File: src/rtl/host_cmd_master.sv
`default_nettype none
// ============================================================================
// Module      : host_cmd_master
// Description : Host-side command initiator. Accepts one command on a
//               parallel request port, serialises its frame into a UART
//               transmitter and gathers the response bytes from a UART
//               receiver into a single 16-bit result (or a timeout strobe).
// Revision    : 1.0 - initial release
// ============================================================================
module host_cmd_master #(
    parameter int TO_W    = 16,
    parameter int TIMEOUT = 50000
) (
    input  logic        CLK,
    input  logic        RST,
    input  logic        CMD_VLD,
    output logic        CMD_READY,
    input  logic [1:0]  CMD_TYPE,
    input  logic [7:0]  CMD_ADDR,
    input  logic [7:0]  CMD_DATA,
    input  logic [7:0]  CMD_OP_A,
    input  logic [7:0]  CMD_OP_B,
    input  logic [3:0]  CMD_FUNC,
    output logic [7:0]  TX_IN,
    output logic        TX_VLD,
    input  logic        BUSY,
    input  logic [7:0]  RX_out,
    input  logic        Rx_valid,
    output logic [15:0] RSP_DATA,
    output logic        RSP_VLD,
    output logic        RSP_TIMEOUT
);

    localparam logic [2:0] c_IDLE      = 3'd0;
    localparam logic [2:0] c_SEND      = 3'd1;
    localparam logic [2:0] c_WAIT_ACC  = 3'd2;
    localparam logic [2:0] c_WAIT_DONE = 3'd3;
    localparam logic [2:0] c_RX_WAIT   = 3'd4;

    localparam logic [TO_W-1:0] c_TO_LAST = TO_W'(TIMEOUT - 1);

    logic [2:0]      r_state;
    logic [1:0]      r_type;
    logic [7:0]      r_addr;
    logic [7:0]      r_data;
    logic [7:0]      r_op_a;
    logic [7:0]      r_op_b;
    logic [3:0]      r_func;
    logic [1:0]      r_idx;
    logic [1:0]      r_rx_cnt;
    logic [TO_W-1:0] r_to_cnt;
    logic [7:0]      r_tx_in;
    logic            r_tx_vld;
    logic [15:0]     r_rsp_data;
    logic            r_rsp_vld;
    logic            r_rsp_to;

    logic [7:0]      w_frame_byte;
    logic [1:0]      w_last_idx;
    logic [1:0]      w_rsp_len;
    logic            w_is_last;
    logic            w_rx_take;
    logic            w_rx_final;
    logic            w_to_hit;

    // Frame byte for the current index, plus frame and response lengths per command type
    always_comb begin
        w_frame_byte = 8'h00;
        w_last_idx   = 2'd1;
        w_rsp_len    = 2'd2;
        case (r_type)
            2'd0: begin
                w_last_idx = 2'd2;
                w_rsp_len  = 2'd0;
                case (r_idx)
                    2'd0:    w_frame_byte = 8'hAA;
                    2'd1:    w_frame_byte = r_addr;
                    default: w_frame_byte = r_data;
                endcase
            end
            2'd1: begin
                w_last_idx   = 2'd1;
                w_rsp_len    = 2'd1;
                w_frame_byte = (r_idx == 2'd0) ? 8'hBB : r_addr;
            end
            2'd2: begin
                w_last_idx = 2'd3;
                w_rsp_len  = 2'd2;
                case (r_idx)
                    2'd0:    w_frame_byte = 8'hCC;
                    2'd1:    w_frame_byte = r_op_a;
                    2'd2:    w_frame_byte = r_op_b;
                    default: w_frame_byte = {4'h0, r_func};
                endcase
            end
            default: begin
                w_last_idx   = 2'd1;
                w_rsp_len    = 2'd2;
                w_frame_byte = (r_idx == 2'd0) ? 8'hDD : {4'h0, r_func};
            end
        endcase
    end

    // A response byte counts only while the final frame byte drains or while awaiting the response
    assign w_is_last  = (r_idx == w_last_idx);
    assign w_rx_take  = Rx_valid &&
                        (((r_state == c_WAIT_DONE) && w_is_last && (w_rsp_len != 2'd0)) ||
                         (r_state == c_RX_WAIT));
    assign w_rx_final = w_rx_take && (r_rx_cnt == (w_rsp_len - 2'd1));
    assign w_to_hit   = (r_state == c_RX_WAIT) && (r_to_cnt == c_TO_LAST) && !w_rx_take;

    assign CMD_READY   = (r_state == c_IDLE);
    assign TX_IN       = r_tx_in;
    assign TX_VLD      = r_tx_vld;
    assign RSP_DATA    = r_rsp_data;
    assign RSP_VLD     = r_rsp_vld;
    assign RSP_TIMEOUT = r_rsp_to;

    // Command capture, frame sequencing and the TX byte handshake
    always_ff @(posedge CLK or negedge RST) begin
        if (!RST) begin
            r_state  <= c_IDLE;
            r_type   <= 2'd0;
            r_addr   <= 8'h00;
            r_data   <= 8'h00;
            r_op_a   <= 8'h00;
            r_op_b   <= 8'h00;
            r_func   <= 4'h0;
            r_idx    <= 2'd0;
            r_tx_in  <= 8'h00;
            r_tx_vld <= 1'b0;
        end else begin
            r_tx_vld <= 1'b0;
            case (r_state)
                c_IDLE: begin
                    if (CMD_VLD) begin
                        r_type  <= CMD_TYPE;
                        r_addr  <= CMD_ADDR;
                        r_data  <= CMD_DATA;
                        r_op_a  <= CMD_OP_A;
                        r_op_b  <= CMD_OP_B;
                        r_func  <= CMD_FUNC;
                        r_idx   <= 2'd0;
                        r_state <= c_SEND;
                    end
                end
                c_SEND: begin
                    if (!BUSY) begin
                        r_tx_vld <= 1'b1;
                        r_tx_in  <= w_frame_byte;
                        r_state  <= c_WAIT_ACC;
                    end
                end
                c_WAIT_ACC: begin
                    if (BUSY) begin
                        r_state <= c_WAIT_DONE;
                    end
                end
                c_WAIT_DONE: begin
                    // A complete response can arrive before the last byte finishes shifting out
                    if (w_rx_final) begin
                        r_state <= c_IDLE;
                    end else if (!BUSY) begin
                        r_idx <= r_idx + 2'd1;
                        if (!w_is_last) begin
                            r_state <= c_SEND;
                        end else if (w_rsp_len == 2'd0) begin
                            r_state <= c_IDLE;
                        end else begin
                            r_state <= c_RX_WAIT;
                        end
                    end
                end
                c_RX_WAIT: begin
                    if (w_rx_final || w_to_hit) begin
                        r_state <= c_IDLE;
                    end
                end
                default: r_state <= c_IDLE;
            endcase
        end
    end

    // Response assembly, completion/timeout strobes and the inactivity counter
    always_ff @(posedge CLK or negedge RST) begin
        if (!RST) begin
            r_rx_cnt   <= 2'd0;
            r_to_cnt   <= '0;
            r_rsp_data <= 16'h0000;
            r_rsp_vld  <= 1'b0;
            r_rsp_to   <= 1'b0;
        end else begin
            r_rsp_vld <= 1'b0;
            r_rsp_to  <= 1'b0;
            if ((r_state == c_IDLE) && CMD_VLD) begin
                r_rx_cnt <= 2'd0;
            end
            if (w_rx_take) begin
                if (w_rsp_len == 2'd1) begin
                    r_rsp_data <= {8'h00, RX_out};
                end else if (r_rx_cnt == 2'd0) begin
                    r_rsp_data[7:0] <= RX_out;
                end else begin
                    r_rsp_data[15:8] <= RX_out;
                end
                r_rx_cnt <= r_rx_cnt + 2'd1;
                if (w_rx_final) begin
                    r_rsp_vld <= 1'b1;
                end
            end else if (w_to_hit) begin
                r_rsp_to <= 1'b1;
            end
            // Counter idles at zero outside RX_WAIT, so entry into RX_WAIT starts from zero
            if ((r_state != c_RX_WAIT) || w_rx_take) begin
                r_to_cnt <= '0;
            end else begin
                r_to_cnt <= r_to_cnt + 1'b1;
            end
        end
    end

endmodule
`default_nettype wire

File: config.mk
export PLATFORM = sky130hd
export DESIGN_NAME = host_cmd_master
export DESIGN_NICKNAME = d
export VERILOG_FILES = /design/src/rtl/host_cmd_master.sv
export SDC_FILE = /design/constraint.sdc
export NUM_CORES = 1
export LEC_CHECK = 0
export CORE_UTILIZATION = 47
export DETAILED_ROUTE_END_ITERATION = 16
export GPL_TIMING_DRIVEN = 0
export PLACE_DENSITY = 0.87
export SLEW_MARGIN = 20
export SYNTH_ARGS = -nofsm -noshare
export SYNTH_HDL_FRONTEND = slang
export SYNTH_SLANG_ARGS = --single-unit
File: constraint.sdc
create_clock -name CLK -period 1.68 [get_ports CLK]
set_input_delay 0.168 -clock CLK [delete_from_list [all_inputs] [get_ports CLK]]
set_output_delay 0.168 -clock CLK [all_outputs]
set_load 0.05 [all_outputs]
==> impl_table.tex, run 1 <==
\begin{tabular}{lr}
\hline
Metric & Value \\
\hline
\multicolumn{2}{l}{\textbf{STA}} \\
Final hold violation count & 0 \\
Slew Limit Fails & 0 \\
Transition time at the pin with the least slew margin & 0.5757 ns \\
Total negative slack for setup checks & -4.396 ns \\
Total setup violations reported at the end of the flow & 27 \\
Setup clock skew after layout & 0.01678 ns \\
Post-layout worst setup margin & -0.2948 ns \\
Final-layout worst hold slack & 0.3096 ns \\
Final cycle utilization of the critical path & 117.5\% \\
Fmax achieved & 506.4 MHz \\
Minimum period implied by the final worst setup slack & 1.975 ns \\
RSZ-0062 raised after global routing & yes \\
Slew HR & 61.62\% \\
\multicolumn{2}{l}{\textbf{Clocking}} \\
Deepest level of the CTS H-tree & 3 \\
Buffer levels on the longest clock path & 2 \\
Clock slew at the register clock pins of the worst setup and hold paths & 0.11 ns \\
Root buffer selected by CTS & clkbuf\_8 \\
CTS tree & done \\
Worst-skew pair later-pin latency & 0.38 ns \\
TritonCTS Buffers & 9 \\
Number of clock sinks & 88 \\
\multicolumn{2}{l}{\textbf{Detailed routing}} \\
DRC violation count after routing & 0 \\
Detailed-route via count & 3824 \\
Via count normalized by instance count & 5.742 \\
Drt first pass iters & 5 \\
Number of nets with antenna violations after detailed routing & 0 \\
Wirelength, routed & 12040 um \\
Detail-routed net length per standard cell & 18.07 um \\
Number of violations reported at the end of detailed-routing iteration 0 & 296 \\
\multicolumn{2}{l}{\textbf{Worst setup path}} \\
CP Class & reg2reg \\
Reg2Reg Capture Point & r\_state[0] \\
CP endpoint kind & flip-flop \\
Cell with the largest stage delay on the worst path & dfrtp\_2 \\
Delay of the slowest cell on the worst path & 0.50 ns \\
Setup slack, reg-to-reg & -0.29 ns \\
Data arrival at the endpoint of the critical path & 2.26 ns \\
Source of the worst register-to-register timing path & r\_type[0] \\
Max Fanout on Critical Path & 8 \\
Critical Path Start Type & flip-flop \\
Worst Reg2Reg Path Length in Cells & 5 \\
Required time of the worst setup path & 1.96 ns \\
Cells along the critical path & nor4bb\_1 > o31a\_2 > o21ai\_1 > a32oi\_1 > mux2\_2 \\
\multicolumn{2}{l}{\textbf{Power}} \\
Switching portion of total power & 45.17\% \\
Leak Pwr & 2.713 nW \\
PD cells & 1782 nW/um2 \\
Cell-internal power & 0.005720 W \\
Total net switching power & 0.004713 W \\
Clk pwr share & 15.1\% \\
Part of the power in registers & 34.2\% \\
Gate power share & 50.7\% \\
Max IR drop VDD & 0.0007989 V \\
\multicolumn{2}{l}{\textbf{Place}} \\
IO Port Bufs & 78 \\
HPWL reported at the end of detailed placement & 7119 um \\
Gpl congestion & 0.9326 \\
Post-place setup slack & -0.3878 ns \\
Cell area reported after detailed placement & 5189 um2 \\
\multicolumn{2}{l}{\textbf{Yosys}} \\
Ys flop type & dfrtp\_1 \\
Per-instance average area after synthesis & 9.513 um2 \\
Combinational family with the most area after synthesis & simple AND/OR/NAND/NOR gates \\
Post-synthesis cell type count & 61 \\
Share of flip-flops with an asynchronous set or reset & 100.0\% \\
Post-Synthesis Cell Area & 4214 um2 \\
Top post-synthesis cells by area & dfrtp\_1 (52\%), nand2\_1 (11\%), mux2\_4 (2.9\%), nor2\_1 (2.8\%), a22o\_1 (2.1\%) \\
Post-synthesis instance total & 443 \\
Synthesized-area fraction occupied by xor and xnor cells & 2.910\% \\
Total of flip-flops plus latches after synthesis & 88 \\
Library cell with the largest summed area after synthesis & dfrtp\_1 \\
Most common library cells after synthesis & nand2\_1 (128), dfrtp\_1 (88), nor2\_1 (31) \\
YS warnings & 0 \\
Fraction of the mapped netlist area in adder cells & 1.781\% \\
Cell with the most instances after synthesis & nand2\_1 \\
Fraction of synthesized cell area taken by the top area cell type & 52.26\% \\
Sequential-to-total area share from yosys stat & 52.26\% \\
Number of synthesized flops with an enable pin & 0 \\
Mux share of post-synthesis cell area & 3.890\% \\
Synthesized-area fraction occupied by and/or/nand/nor cells & 22.45\% \\
Compound-Gate Fraction of Synth Area & 12.92\% \\
Nets in the synthesized netlist & 500 \\
\multicolumn{2}{l}{\textbf{Floorplanning}} \\
Die width & 96.69 um \\
Initial core utilization & 48.32\% \\
Die height & 96.69 um \\
Area of the die & 9349 um2 \\
Boundary Pins & 79 \\
Floorplan Core Area & 8721 um2 \\
Site row count & 34 \\
\multicolumn{2}{l}{\textbf{GRT}} \\
Overflow after GRT & 0 \\
Global-route wire length before repair & 17770 um \\
All-layer global routing usage & 23.48\% \\
Initial antenna violation count & 0 \\
Largest net degree at the start of global routing & 48 \\
Number of global-route vias before repair & 3723 \\
\multicolumn{2}{l}{\textbf{Worst hold path}} \\
Path class of the lowest-slack min-delay path & in2reg \\
Launch point of the worst hold path & CMD\_OP\_B[4] \\
Hold path endpoint & r\_op\_b[4] \\
Worst hold path cell count & 3 \\
\multicolumn{2}{l}{\textbf{Finish}} \\
Finished Cell Area & 5856 um2 \\
Fraction of final layout cells with drive strength greater than 1 & 19.71\% \\
Final net count & 610 \\
Area delta synth->final & 38.95\% \\
Antenna Cells & 0 \\
\multicolumn{2}{l}{\textbf{Run status}} \\
Run status & finished with violations \\
Failing checks & negative setup slack \\
\multicolumn{2}{l}{\textbf{Job}} \\
Max-capacitance violation count & 0 \\
\hline
\end{tabular}
flip-flops by register name, indices dropped and copies added, names as in the netlist, 2 cells and up:
name / cells
RSP_DATA: 16
r_to_cnt: 16
TX_IN: 8
r_addr: 8
r_data: 8
r_op_a: 8
r_op_b: 8
r_func: 4
r_state: 3
r_idx: 2
r_rx_cnt: 2
r_type: 2
worst max path at each step:
stage                     slack [ns]  depth (start not counted)          end  startpoint
after global routing           -0.30                          5   r_state[0]   r_type[0]
after CTS                      -0.11                          6  RSP_DATA[2]    r_idx[1]
after global placement         -2.82                          1     r_idx[0]         RST
after floorplan                0.007                          8     TX_IN[2]    r_idx[0]
final                          -0.29                          5   r_state[0]   r_type[0]
after detailed placement       -0.39                          8     TX_IN[5]    r_idx[0]
power by group through the flow:
stage | clock [W] | combinational, W | sequential, W
final | 0.00158 | 0.00529 | 0.00357
after detailed placement | 0 | 0.00442 | 0.00350
after global placement | 0 | 0.00429 | 0.00347
after global routing | 0.00168 | 0.00562 | 0.00364
after CTS | 0.00157 | 0.00463 | 0.00347
after floorplan | 0 | 0.00216 | 0.00433
metrics by stage:
step | total power (W) | utilization [%] | instances
2_1_floorplan | 0.006492 | - | 443
3_3_place_gp | 0.007753 | 59.21 | 629
3_5_place_dp | 0.007917 | 59.50 | 630
4_1_cts | 0.009670 | 64.05 | 656
5_1_grt | 0.01094 | 67.14 | 666
6_report | 0.01043 | 67.14 | 666
area by class of cell:
cell class | count | area (um2)
sequential | 88 | 2207
tap | 108 | 135.1
inverter | 17 | 66.31
clock inverter | 7 | 86.33
timing repair buffer | 103 | 993.5
multi-input combinational | 316 | 2110
buffer | 18 | 133.9
clock buffer | 9 | 123.9
fill | 593 | 2865
what timing repair did:
item | 4_1_cts | 5_1_grt
endpoints found under the hold margin | 41 | 0
setup endpoints to repair | 54 | 77
gates resized for setup | 71 | 32
setup buffers | 11 | 10
gates cloned | 0 | 2
hold buffers | 1 | 0
pin swaps | 6 | 12
worst max-delay path, delay by kind of cell, from the launching register on:
kind	cells	cell delay, ns
AND/OR/NAND/NOR	1	0.41
AO/OA/AOI/OAI	3	0.60
flip-flops	1	0.50
multiplexers	1	0.36
layer usage:
layer / global-route usage, % / part of all wire (%)
met1: 31.19 / 41
met2: 37.27 / 48
met3: 3.974 / 6.8
met4: 11.83 / 4.0
met5: 0 / 0
cell usage in the layout (no fill, tap or decap), types with 4 or more instances in the layout:
cell type	instances
buf_2	7
clkbuf_1	5
ha_4	5
nor2_1	28
buf_6	5
nand2_1	128
xnor2_1	6
nand3_1	7
xor2_1	8
o21ai_0	8
o21ai_1	10
clkdlybuf4s50_1	50
dfrtp_2	4
clkbuf_8	10
buf_4	19
nand2b_1	5
dfrtp_1	84
dlygate4sd2_1	26
a22o_1	10
a21oi_1	11
mux2_4	8
inv_1	14
logic make-up (layout without fill, tap and decap cells):
| kind of cell | Yosys count | after routing |
|---|---|---|
| buf+inv | 39 | 154 |
| fa+ha+maj | 6 | 6 |
| simple gates | 209 | 209 |
| compound gates | 76 | 76 |
| flops | 88 | 88 |
| mux | 11 | 11 |
| xor+xnor | 14 | 14 |
Power figures use the tool's default switching activity.
==> inputs of run 2 (changes only) <==
Settings changed: CORE_UTILIZATION 47 to 50, PLACE_DENSITY 0.87 to 0.88.
Clock period 1.68 ns to 2.1 ns, I/O delays scaled along.
==> impl_table.tex, run 2 (synthesized netlist as in run 1, its figures left out) <==
\begin{tabular}{lr}
\hline
Metric & Value \\
\hline
\multicolumn{2}{l}{\textbf{Detailed routing}} \\
DRC violation count after routing & 0 (unchanged) \\
Number of nets with antenna violations after detailed routing & 0 (unchanged) \\
Detail-routed net length per standard cell & 15.27 um (-16\%) \\
Detailed-route via count & 3582 (-6.3\%) \\
Drt first pass iters & 5 (unchanged) \\
Wirelength, routed & 9788 um (-19\%) \\
Via count normalized by instance count & 5.588 (-2.7\%) \\
Number of violations reported at the end of detailed-routing iteration 0 & 266 (-10\%) \\
\multicolumn{2}{l}{\textbf{Place}} \\
HPWL reported at the end of detailed placement & 7067 um (-0.73\%) \\
Cell Count Post-Placement & 627 (-0.48\%) \\
Gpl congestion & 0.8952 (-4.0\%) \\
IO Port Bufs & 78 (unchanged) \\
\multicolumn{2}{l}{\textbf{STA}} \\
Fmax achieved & 510.2 MHz (+0.75\%) \\
Slew HR & 63.07\% (+1.4 points) \\
Total setup violations reported at the end of the flow & 0 (-100\%) \\
Setup clock skew after layout & 0.01439 ns (-0.002390 ns) \\
Slew Limit Fails & 0 (unchanged) \\
RSZ-0062 raised after global routing & no \\
Final cycle utilization of the critical path & 93.34\% (-24 points) \\
Final hold violation count & 0 (unchanged) \\
Minimum period implied by the final worst setup slack & 1.960 ns (-0.01460 ns) \\
Transition time at the pin with the least slew margin & 0.5540 ns (-0.02168 ns) \\
Total negative slack for setup checks & 0 ns (+4.396 ns) \\
\multicolumn{2}{l}{\textbf{Worst setup path}} \\
Critical Path Start Type & flip-flop \\
CP Class & reg2reg \\
Max Fanout on Critical Path & 10 (+2) \\
Required time of the worst setup path & 2.34 ns (+0.38 ns) \\
CP endpoint kind & flip-flop \\
Data arrival at the endpoint of the critical path & 2.20 ns (-0.06 ns) \\
\multicolumn{2}{l}{\textbf{GRT}} \\
Largest net degree at the start of global routing & 46 (-4.2\%) \\
Initial antenna violation count & 0 (unchanged) \\
All-layer global routing usage & 23.45\% (-0.029 points) \\
Overflow after GRT & 0 (unchanged) \\
Number of global-route vias before repair & 3298 (-11\%) \\
Global-route wire length before repair & 15880 um (-11\%) \\
\multicolumn{2}{l}{\textbf{Finish}} \\
Post-layout instance count excluding filler cells & 641 (-3.8\%) \\
Area of combinational cells with multiple inputs & 1857 um2 (-12\%) \\
Antenna Cells & 0 (unchanged) \\
Area delta synth->final & 28.68\% \\
Core Util, Final & 66.33\% (-0.81 points) \\
Most frequent cells in the layout & nand2\_1 (128), dfrtp\_1 (86), clkdlybuf4s50\_1 (76) \\
Final net count & 589 (-3.4\%) \\
Most common library cell in the layout ignoring fill and taps & nand2\_1 \\
Fraction of final layout cells with drive strength greater than 1 & 9.515\% (-10 points) \\
Sequential cell area in the final layout & 2205 um2 (-0.11\%) \\
Fill cell instance count of the final layout & 642 (+8.3\%) \\
\multicolumn{2}{l}{\textbf{Clocking}} \\
Buffer levels on the longest clock path & 2 (unchanged) \\
Root buffer selected by CTS & clkbuf\_8 \\
Clock slew at the register clock pins of the worst setup and hold paths & 0.08 ns (-0.03 ns) \\
TritonCTS Buffers & 9 (unchanged) \\
Deepest level of the CTS H-tree & 3 (unchanged) \\
CTS tree & done \\
Number of clock sinks & 88 (unchanged) \\
Worst-skew pair later-pin latency & 0.36 ns (-0.02 ns) \\
\# Post-CTS Setup Buffers & 0 (-11) \\
\multicolumn{2}{l}{\textbf{Power}} \\
Max IR drop VDD & 0.0005704 V (-29\%) \\
Switching portion of total power & 41.13\% (-4.0 points) \\
Cell-internal power & 0.004640 W (-19\%) \\
Part of the power in registers & 35.3\% (+1.1 points) \\
Total net switching power & 0.003242 W (-31\%) \\
PD cells & 1454 nW/um2 (-18\%) \\
Clk pwr share & 19.5\% (+4.4 points) \\
Post-route total power & 0.007883 W (-24\%) \\
Leak Pwr & 2.481 nW (-8.6\%) \\
Gate power share & 45.2\% (-5.5 points) \\
\multicolumn{2}{l}{\textbf{Floorplanning}} \\
Die height & 93.81 um (-3.0\%) \\
Floorplan Core Area & 8175 um2 (-6.3\%) \\
Initial core utilization & 51.55\% (+3.2 points) \\
Site row count & 33 (-2.9\%) \\
Boundary Pins & 79 (unchanged) \\
Area of the die & 8799 um2 (-5.9\%) \\
Die width & 93.81 um (-3.0\%) \\
\multicolumn{2}{l}{\textbf{Worst hold path}} \\
Path class of the lowest-slack min-delay path & in2reg \\
\multicolumn{2}{l}{\textbf{Job}} \\
Max-capacitance violation count & 0 (unchanged) \\
\multicolumn{2}{l}{\textbf{Run status}} \\
Run status & finished, final reports clean \\
\hline
\end{tabular}
## run 2: cell types whose count changed in the layout (fill, tap and decap cells not counted), moves of 4 or more
cell / delta
o21ai_0: +8
o21ai_1: -8
buf_6: -5
nor4b_1: +4
ha_4: -5
buf_4: -18
dlygate4sd2_1: -25
clkdlybuf4s50_1: +26
ha_1: +5
## run 2: final timing paths
kind / start / to / slack [ns] / cells after the start
min reg2reg: TX_IN[7] / TX_IN[7] / 0.49 / 2
max: r_idx[0] / TX_IN[3] / 0.14 / 7
min: CMD_FUNC[2] / r_func[2] / 0.37 / 3
max in group asynchronous: RST / r_idx[1] / 1.08 / 3
min in group asynchronous: RST / TX_IN[4] / 0.38 / 2
max reg2reg: r_idx[0] / TX_IN[3] / 0.14 / 7
## run 2: timing repair
| item | CTS | global route |
|---|---|---|
| hold buffers | 1 | 0 |
| endpoints found under the setup margin | 2 | 5 |
| endpoints found under the hold margin | 43 | 0 |
| gates resized for setup | 2 | 4 |
## run 2: per-stage QoR
stage	worst slack [ns]	hold WS [ns]	instance area (um2)
floorplan	0.1065	-0.08559	4219
global placement	-2.151	0.4589	5131
detailed placement	0.02711	0.2372	5149
CTS	0.04120	0.3636	5425
global route	0.01664	0.3724	5423
finish	0.1398	0.3693	5423
## run 2: cell type report
class | count | area share [%]
plain buffers | 20 | 1.707
clock buffers | 10 | 2.538
clock inverters | 5 | 2.377
inverters | 17 | 1.177
multi-input cells | 316 | 34.24
flip-flops and latches | 88 | 40.66
well taps | 105 | 2.423
repair buffers | 80 | 14.88
## run 2: per-layer routing
metal  track usage [%]  part of all wire (%)
met1             31.71                    44
met2             37.90                    49
met3             4.126                   5.2
met4             8.333                   2.4
met5                 0                     0
## run 2: power groups by stage
stage	registers [W]	logic, W	clock network (W)
final	0.00278	0.00357	0.00153
after global routing	0.00285	0.00385	0.00161
after CTS	0.00277	0.00354	0.00154
after detailed placement	0.00280	0.00352	0
after global placement	0.00276	0.00340	0
after floorplan	0.00346	0.00171	0
## run 2: worst max-delay path: stages, from the launching register on
cell and delay [ns]:
dfrtp_2 0.47, ha_1 0.25, buf_2 0.19, clkbuf_4 0.21, a221oi_1 0.34, a221oi_1 0.10
o22ai_1 0.19, a21oi_1 0.08
